<file path="src/rtl/bus_slave_decoder_if.sv">
// Master-side serial bus plus the fan-out to the slave ports, as seen by bus_slave_decoder.
// The decoder connects through the slave modport; the bench drives through the master modport.
interface bus_slave_decoder_if #(
  parameter int NUM_SLAVES = 4
);
  logic                  bus_busy;
  logic                  bus_mode;
  logic                  bus_wr;
  logic                  bus_master_valid;
  logic                  bus_master_ready;
  logic                  bus_slave_ready;
  logic                  bus_slave_valid;
  logic                  bus_rd;
  logic [NUM_SLAVES-1:0] s_mode;
  logic [NUM_SLAVES-1:0] s_wr_bus;
  logic [NUM_SLAVES-1:0] s_master_valid;
  logic [NUM_SLAVES-1:0] s_master_ready;
  logic [NUM_SLAVES-1:0] s_slave_ready;
  logic [NUM_SLAVES-1:0] s_slave_valid;
  logic [NUM_SLAVES-1:0] s_rd_bus;
  logic [NUM_SLAVES-1:0] slave_sel;
  logic                  dec_active;

  modport slave (
    input  bus_busy, bus_mode, bus_wr, bus_master_valid, bus_master_ready,
    input  s_slave_ready, s_slave_valid, s_rd_bus,
    output bus_slave_ready, bus_slave_valid, bus_rd,
    output s_mode, s_wr_bus, s_master_valid, s_master_ready,
    output slave_sel, dec_active
  );

  modport master (
    output bus_busy, bus_mode, bus_wr, bus_master_valid, bus_master_ready,
    output s_slave_ready, s_slave_valid, s_rd_bus,
    input  bus_slave_ready, bus_slave_valid, bus_rd,
    input  s_mode, s_wr_bus, s_master_valid, s_master_ready,
    input  slave_sel, dec_active
  );
endinterface

</file>
<file path="src/rtl/bus_slave_decoder.sv">
// Captures MSB-first device-select bits at the start of each grant, then routes the
// serial bus point-to-point between the master and the selected slave until bus_busy drops.
module bus_slave_decoder #(
  parameter int NUM_SLAVES = 4,
  parameter int SEL_BITS   = 2
) (
  input  logic                clk,
  input  logic                rstn,
  bus_slave_decoder_if.slave  bif
);
  localparam int CNT_W = $clog2(SEL_BITS + 1);

  typedef enum logic [1:0] {IDLE, SEL, ROUTE} state_t;

  state_t                r_state;
  logic [CNT_W-1:0]      r_cnt;
  logic [SEL_BITS-1:0]   r_sel_shift;
  logic [NUM_SLAVES-1:0] r_slave_sel;
  logic                  r_dec_active;

  logic                  w_route;
  logic                  w_sel_xfer;
  logic                  w_last_bit;
  logic [SEL_BITS-1:0]   w_sel_next;
  logic [NUM_SLAVES-1:0] w_onehot;

  assign w_route    = (r_state == ROUTE);
  // The decoder is always ready in SEL, so a select bit transfers whenever the master is valid.
  assign w_sel_xfer = (r_state == SEL) && bif.bus_master_valid;
  assign w_last_bit = (r_cnt == CNT_W'(SEL_BITS - 1));
  assign w_sel_next = SEL_BITS'({r_sel_shift, bif.bus_wr});
  assign w_onehot   = NUM_SLAVES'(1) << w_sel_next;

  always_ff @(posedge clk) begin
    if (!rstn) begin
      r_state      <= IDLE;
      r_cnt        <= '0;
      r_sel_shift  <= '0;
      r_slave_sel  <= '0;
      r_dec_active <= 1'b0;
    end else begin
      case (r_state)
        IDLE: begin
          r_cnt        <= '0;
          r_slave_sel  <= '0;
          r_dec_active <= 1'b0;
          if (bif.bus_busy) begin
            r_state <= SEL;
          end
        end
        SEL: begin
          if (!bif.bus_busy) begin
            r_state <= IDLE;
            r_cnt   <= '0;
          end else if (w_sel_xfer) begin
            r_sel_shift <= w_sel_next;
            r_cnt       <= r_cnt + CNT_W'(1);
            if (w_last_bit) begin
              r_state      <= ROUTE;
              r_slave_sel  <= w_onehot;
              r_dec_active <= 1'b1;
            end
          end
        end
        ROUTE: begin
          if (!bif.bus_busy) begin
            r_state      <= IDLE;
            r_slave_sel  <= '0;
            r_dec_active <= 1'b0;
          end
        end
        default: begin
          r_state      <= IDLE;
          r_slave_sel  <= '0;
          r_dec_active <= 1'b0;
        end
      endcase
    end
  end

  // Forward path: each slave bit is gated by its own select bit, so unselected slaves stay quiet.
  for (genvar gi = 0; gi < NUM_SLAVES; gi++) begin : g_fwd
    logic w_en;
    assign w_en                  = w_route && r_slave_sel[gi];
    assign bif.s_mode[gi]         = w_en && bif.bus_mode;
    assign bif.s_wr_bus[gi]       = w_en && bif.bus_wr;
    assign bif.s_master_valid[gi] = w_en && bif.bus_master_valid;
    assign bif.s_master_ready[gi] = w_en && bif.bus_master_ready;
  end

  assign bif.bus_slave_ready = (r_state == SEL) || (w_route && |(bif.s_slave_ready & r_slave_sel));
  assign bif.bus_slave_valid = w_route && |(bif.s_slave_valid & r_slave_sel);
  assign bif.bus_rd          = w_route && |(bif.s_rd_bus & r_slave_sel);
  assign bif.slave_sel       = r_slave_sel;
  assign bif.dec_active      = r_dec_active;
endmodule

</file>
<file path="src/flat_wrapper.sv">
// flat-port wrapper written by rule: the top's interface ports become plain ports
module bus_slave_decoder_flat 
#(
  parameter int NUM_SLAVES = 4,
  parameter int SEL_BITS   = 2
)
  (clk, rstn, bif_bus_busy, bif_bus_mode, bif_bus_wr, bif_bus_master_valid, bif_bus_master_ready, bif_s_slave_ready, bif_s_slave_valid, bif_s_rd_bus, bif_bus_slave_ready, bif_bus_slave_valid, bif_bus_rd, bif_s_mode, bif_s_wr_bus, bif_s_master_valid, bif_s_master_ready, bif_slave_sel, bif_dec_active);
  bus_slave_decoder_if #(.NUM_SLAVES(NUM_SLAVES)) bif_i ();
  input  logic clk;
  input  logic rstn;
  input wire logic [$bits(bif_i.bus_busy)-1:0] bif_bus_busy;
  input wire logic [$bits(bif_i.bus_mode)-1:0] bif_bus_mode;
  input wire logic [$bits(bif_i.bus_wr)-1:0] bif_bus_wr;
  input wire logic [$bits(bif_i.bus_master_valid)-1:0] bif_bus_master_valid;
  input wire logic [$bits(bif_i.bus_master_ready)-1:0] bif_bus_master_ready;
  input wire logic [$bits(bif_i.s_slave_ready)-1:0] bif_s_slave_ready;
  input wire logic [$bits(bif_i.s_slave_valid)-1:0] bif_s_slave_valid;
  input wire logic [$bits(bif_i.s_rd_bus)-1:0] bif_s_rd_bus;
  output wire logic [$bits(bif_i.bus_slave_ready)-1:0] bif_bus_slave_ready;
  output wire logic [$bits(bif_i.bus_slave_valid)-1:0] bif_bus_slave_valid;
  output wire logic [$bits(bif_i.bus_rd)-1:0] bif_bus_rd;
  output wire logic [$bits(bif_i.s_mode)-1:0] bif_s_mode;
  output wire logic [$bits(bif_i.s_wr_bus)-1:0] bif_s_wr_bus;
  output wire logic [$bits(bif_i.s_master_valid)-1:0] bif_s_master_valid;
  output wire logic [$bits(bif_i.s_master_ready)-1:0] bif_s_master_ready;
  output wire logic [$bits(bif_i.slave_sel)-1:0] bif_slave_sel;
  output wire logic [$bits(bif_i.dec_active)-1:0] bif_dec_active;
  assign bif_i.bus_busy = bif_bus_busy;
  assign bif_i.bus_mode = bif_bus_mode;
  assign bif_i.bus_wr = bif_bus_wr;
  assign bif_i.bus_master_valid = bif_bus_master_valid;
  assign bif_i.bus_master_ready = bif_bus_master_ready;
  assign bif_i.s_slave_ready = bif_s_slave_ready;
  assign bif_i.s_slave_valid = bif_s_slave_valid;
  assign bif_i.s_rd_bus = bif_s_rd_bus;
  assign bif_bus_slave_ready = bif_i.bus_slave_ready;
  assign bif_bus_slave_valid = bif_i.bus_slave_valid;
  assign bif_bus_rd = bif_i.bus_rd;
  assign bif_s_mode = bif_i.s_mode;
  assign bif_s_wr_bus = bif_i.s_wr_bus;
  assign bif_s_master_valid = bif_i.s_master_valid;
  assign bif_s_master_ready = bif_i.s_master_ready;
  assign bif_slave_sel = bif_i.slave_sel;
  assign bif_dec_active = bif_i.dec_active;
  bus_slave_decoder #(.NUM_SLAVES(NUM_SLAVES), .SEL_BITS(SEL_BITS)) u_core (.clk(clk), .rstn(rstn), .bif(bif_i));
endmodule
</file>
<file path="config.mk">
export PLATFORM = sky130hd
export DESIGN_NAME = bus_slave_decoder_flat
export DESIGN_NICKNAME = d
export VERILOG_FILES = /design/src/rtl/bus_slave_decoder_if.sv /design/src/rtl/bus_slave_decoder.sv /design/src/flat_wrapper.sv
export SDC_FILE = /design/constraint.sdc
export NUM_CORES = 1
export LEC_CHECK = 0
export CORE_UTILIZATION = 37
export CTS_CLUSTER_SIZE = 28
export DETAILED_ROUTE_END_ITERATION = 16
export GPL_TIMING_DRIVEN = 0
export HOLD_SLACK_MARGIN = 0.08
export PLACE_DENSITY = 0.95
export SLEW_MARGIN = 0
export SYNTH_ARGS = -nofsm -noshare
export SYNTH_HDL_FRONTEND = slang
export SYNTH_SLANG_ARGS = --single-unit
</file>
<file path="constraint.sdc">
create_clock -name clk -period 2.1 [get_ports clk]
set_input_delay 0.42 -clock clk [delete_from_list [all_inputs] [get_ports clk]]
set_output_delay 0.42 -clock clk [all_outputs]
set_load 0.01 [all_outputs]
</file>
==> results.cfg <==
[floorplanning]
floorplan.die_area_um2 = 1870
fp.coreArea_um2 = 1540
floorplan.initialDensity = 0.408
die_y_um = 43.2
chipWidth_um = 43.2
core.rowCount = 14
design.portCount = 43

[place]
port-buffer-count = 41
finalWeightedCongestion = 0.863
dp_cells = 131
place.detailed.hpwl_um = 1470
post_dp_cell_area_um2 = 1060

[critical_path]
worstPathCellList = clkdlybuf4s50_1, a22o_1, a221oi_2, o21bai_1, dlygate4sd2_1
reg2reg_from = u_core.r_cnt[0]
critical_path_required_ns = 1.68
timing.critical_path.arrival_ns = 1.60
worstPathMaxFanout = 1
slowest_delay_ns = 0.40
worst_setup_path_start_kind = input port
worst_setup_path_startpoint = bif_s_slave_ready[0]
critical_path.slowest_cell = clkdlybuf4s50_1
worstSetupEndpointType = output pin
worst-setup-path-type = input port to output pin

[synthesis]
yosysUniqueCellTypes = 28
synth.top_cells.by_area = dfxtp_1, and3_1, a22oi_1
yosys_register_bits = 10
synth.avg_cell_area_um2 = 8.50
synth.yosys.warnings = 0
syn_area_um2 = 629
number_of_synthesized_flops_with_an_enable_pin = 0
part_of_the_yosys_area_used_for_sequential_elements = 0.318
netlist.top_cell.by_area = dfxtp_1
synth_ff_type = dfxtp_1
synth_fp_nets = 94
post_synth_inst_count = 74
postSynth.asyncResetShare = 0
synthDominantCellAreaShare = 0.318

[grt]
track_usage = 0.208
first_pass_grt_wire_length_um = 3040
pin_count_of_the_biggest_net_entering_global_routing = 11
first_global_vias = 710
overflow = 0
initial_antenna_violation_count = 0

[detailed_routing]
drtAntennaViolNets = 0
drt-vias-per-instance = 5.79
violation_count_after_the_first_detailed_route_iteration = 9
remaining_drc_errors = 0
vias = 788
totalWireLength_um = 1990
drt_pre_antenna_iters = 4
drt-wirelength-per-cell_um = 14.7

[pwr]
cellLeakagePower_nw = 0.749
power.switching_fraction = 0.214
power_report.internal_total_mw = 0.332
p_clk_frac = 0.408
total_power_mw = 0.422
switchingPower_mw = 0.0905
powerDensity_nw_per_um2 = 366
p_comb_frac = 0.133
p_seq_frac = 0.459
ir_drop_v = 0.000516

[finish]
mostFrequentLayoutCells = clkdlybuf4s50_1, and3_1, dlymetal6s2s_1
n_fill_cell = 100
finalNetCount = 141
area_growth_syn_to_layout_pct = 83.1
final_cells = 136
insertedDiodeCount = 0
postLayoutCellArea_um2 = 1150
layout_cells_sized_above_1 = 0.108
layout.cells.most_common = clkdlybuf4s50_1

[cts]
cts-buffers-inserted = 3
clock_latency_ns = 0.27
cts_clock_pin_slew_for_the_worst_setup_and_hold_paths_ns = 0.07
clock_sinks = 10
tritoncts = yes
clock_path_buffers = 2
cts.htree.levels = 1
root_buffer = clkbuf_4

[timing]
hold_viol_final = 0
worst_pin_slew_ns = 0.366
whs_ns = 0.465
drv_slew = 0
fin_skew_ns = 0.00406
layout_worst_path_cycle_share = 0.963
timing.final.crit_period_ns = 2.02
rsz0062_at_grt = no
clock.fmax_ghz = 0.495
setup_viol = 0
timing.slew.headroom = 0.756
setup_tns_ns = 0

[min_path]
min-delay-path-class = input port to register
worst_hold_startpoint = bif_bus_master_valid

[job]
drv.max_cap_violation_count = 0

[run_status]
status = complete, no violations
metrics by stage:
stage                     setup slack, ns  utilization
after floorplan                     0.615            -
final                              0.0785        0.748
after detailed placement           -0.185        0.688
after global routing               0.0143        0.748
after global placement             -0.181        0.688
after CTS                        0.000456        0.720
worst paths after layout:
kind / to / slack [ns] / cells after the start
setup / recovery: bif_bus_slave_ready / 0.08 / 5
hold / removal: u_core.r_state[0] / 0.46 / 2
setup reg to reg: u_core.bif.slave_sel[0] / 0.74 / 4
hold reg to reg: u_core.r_state[0] / 0.48 / 1
cells by family after synthesis:
kind of cell,after synthesis,synth area share
and+or+nand+nor,34,0.346
AOI/OAI and AO/OA,21,0.245
DFF,10,0.318
buffers and inverters,7,0.0556
muxes,1,0.0159
adders and majority gates,1,0.0199
power by group through the flow:
stage	sequential, mW	combinational [mW]	clock, mW
floorplan	0.198	0.0154	0
global placement	0.199	0.0552	0
detailed placement	0.199	0.0567	0
CTS	0.193	0.0556	0.177
global route	0.194	0.0615	0.185
finish	0.194	0.0562	0.172
registers in the layout, summed over array words and instances (netlist names):
name	flops
u_core.bif.dec_active	1
u_core.bif.slave_sel	4
u_core.r_cnt	2
u_core.r_sel_shift	1
u_core.r_state	2
metal layers:
| layer | up-vias | routed length (um) | track usage |
|---|---|---|---|
| met5 | - | 0 | 0 |
| met4 | 0 | 24 | 0.0848 |
| met3 | 2 | 252 | 0.0596 |
| met2 | 39 | 949 | 0.361 |
| met1 | 367 | 768 | 0.235 |
| li1 | 380 | - | - |
layout make-up:
| class | count | area, um^2 | area share |
|---|---|---|---|
| multi-input combinational | 57 | 400 | 0.347 |
| buffer | 3 | 30.0 | 0.0261 |
| inverter | 4 | 15.0 | 0.0130 |
| clock buffer | 4 | 36.3 | 0.0315 |
| sequential | 10 | 205 | 0.178 |
| timing repair buffer | 42 | 445 | 0.387 |
| tap | 16 | 20.0 | 0.0174 |
cells in the mapped netlist, drive strengths merged (2+ instances only):
master and instances:
a32o 2, a31oi 3, dfxtp 10, nand2 3
and3 18, a22o 3, nor2 2, a21oi 3
clkbuf 2, and4b 2, nand3 3, a22oi 4
inv 4, nand3b 2
critical path: cells and delay by family:
kind                   cells  cell delay [ns]
buffers and inverters      2             0.68
AOI/OAI and AO/OA          3             0.50
timing repair:
action,CTS,global route
gates resized for setup,11,16
cloned,0,0
endpoints found under the setup margin,17,15
pin swaps,0,0
hold buffers,0,0
setup buffers,1,0
No activity file was read; power rests on OpenSTA's default activity.
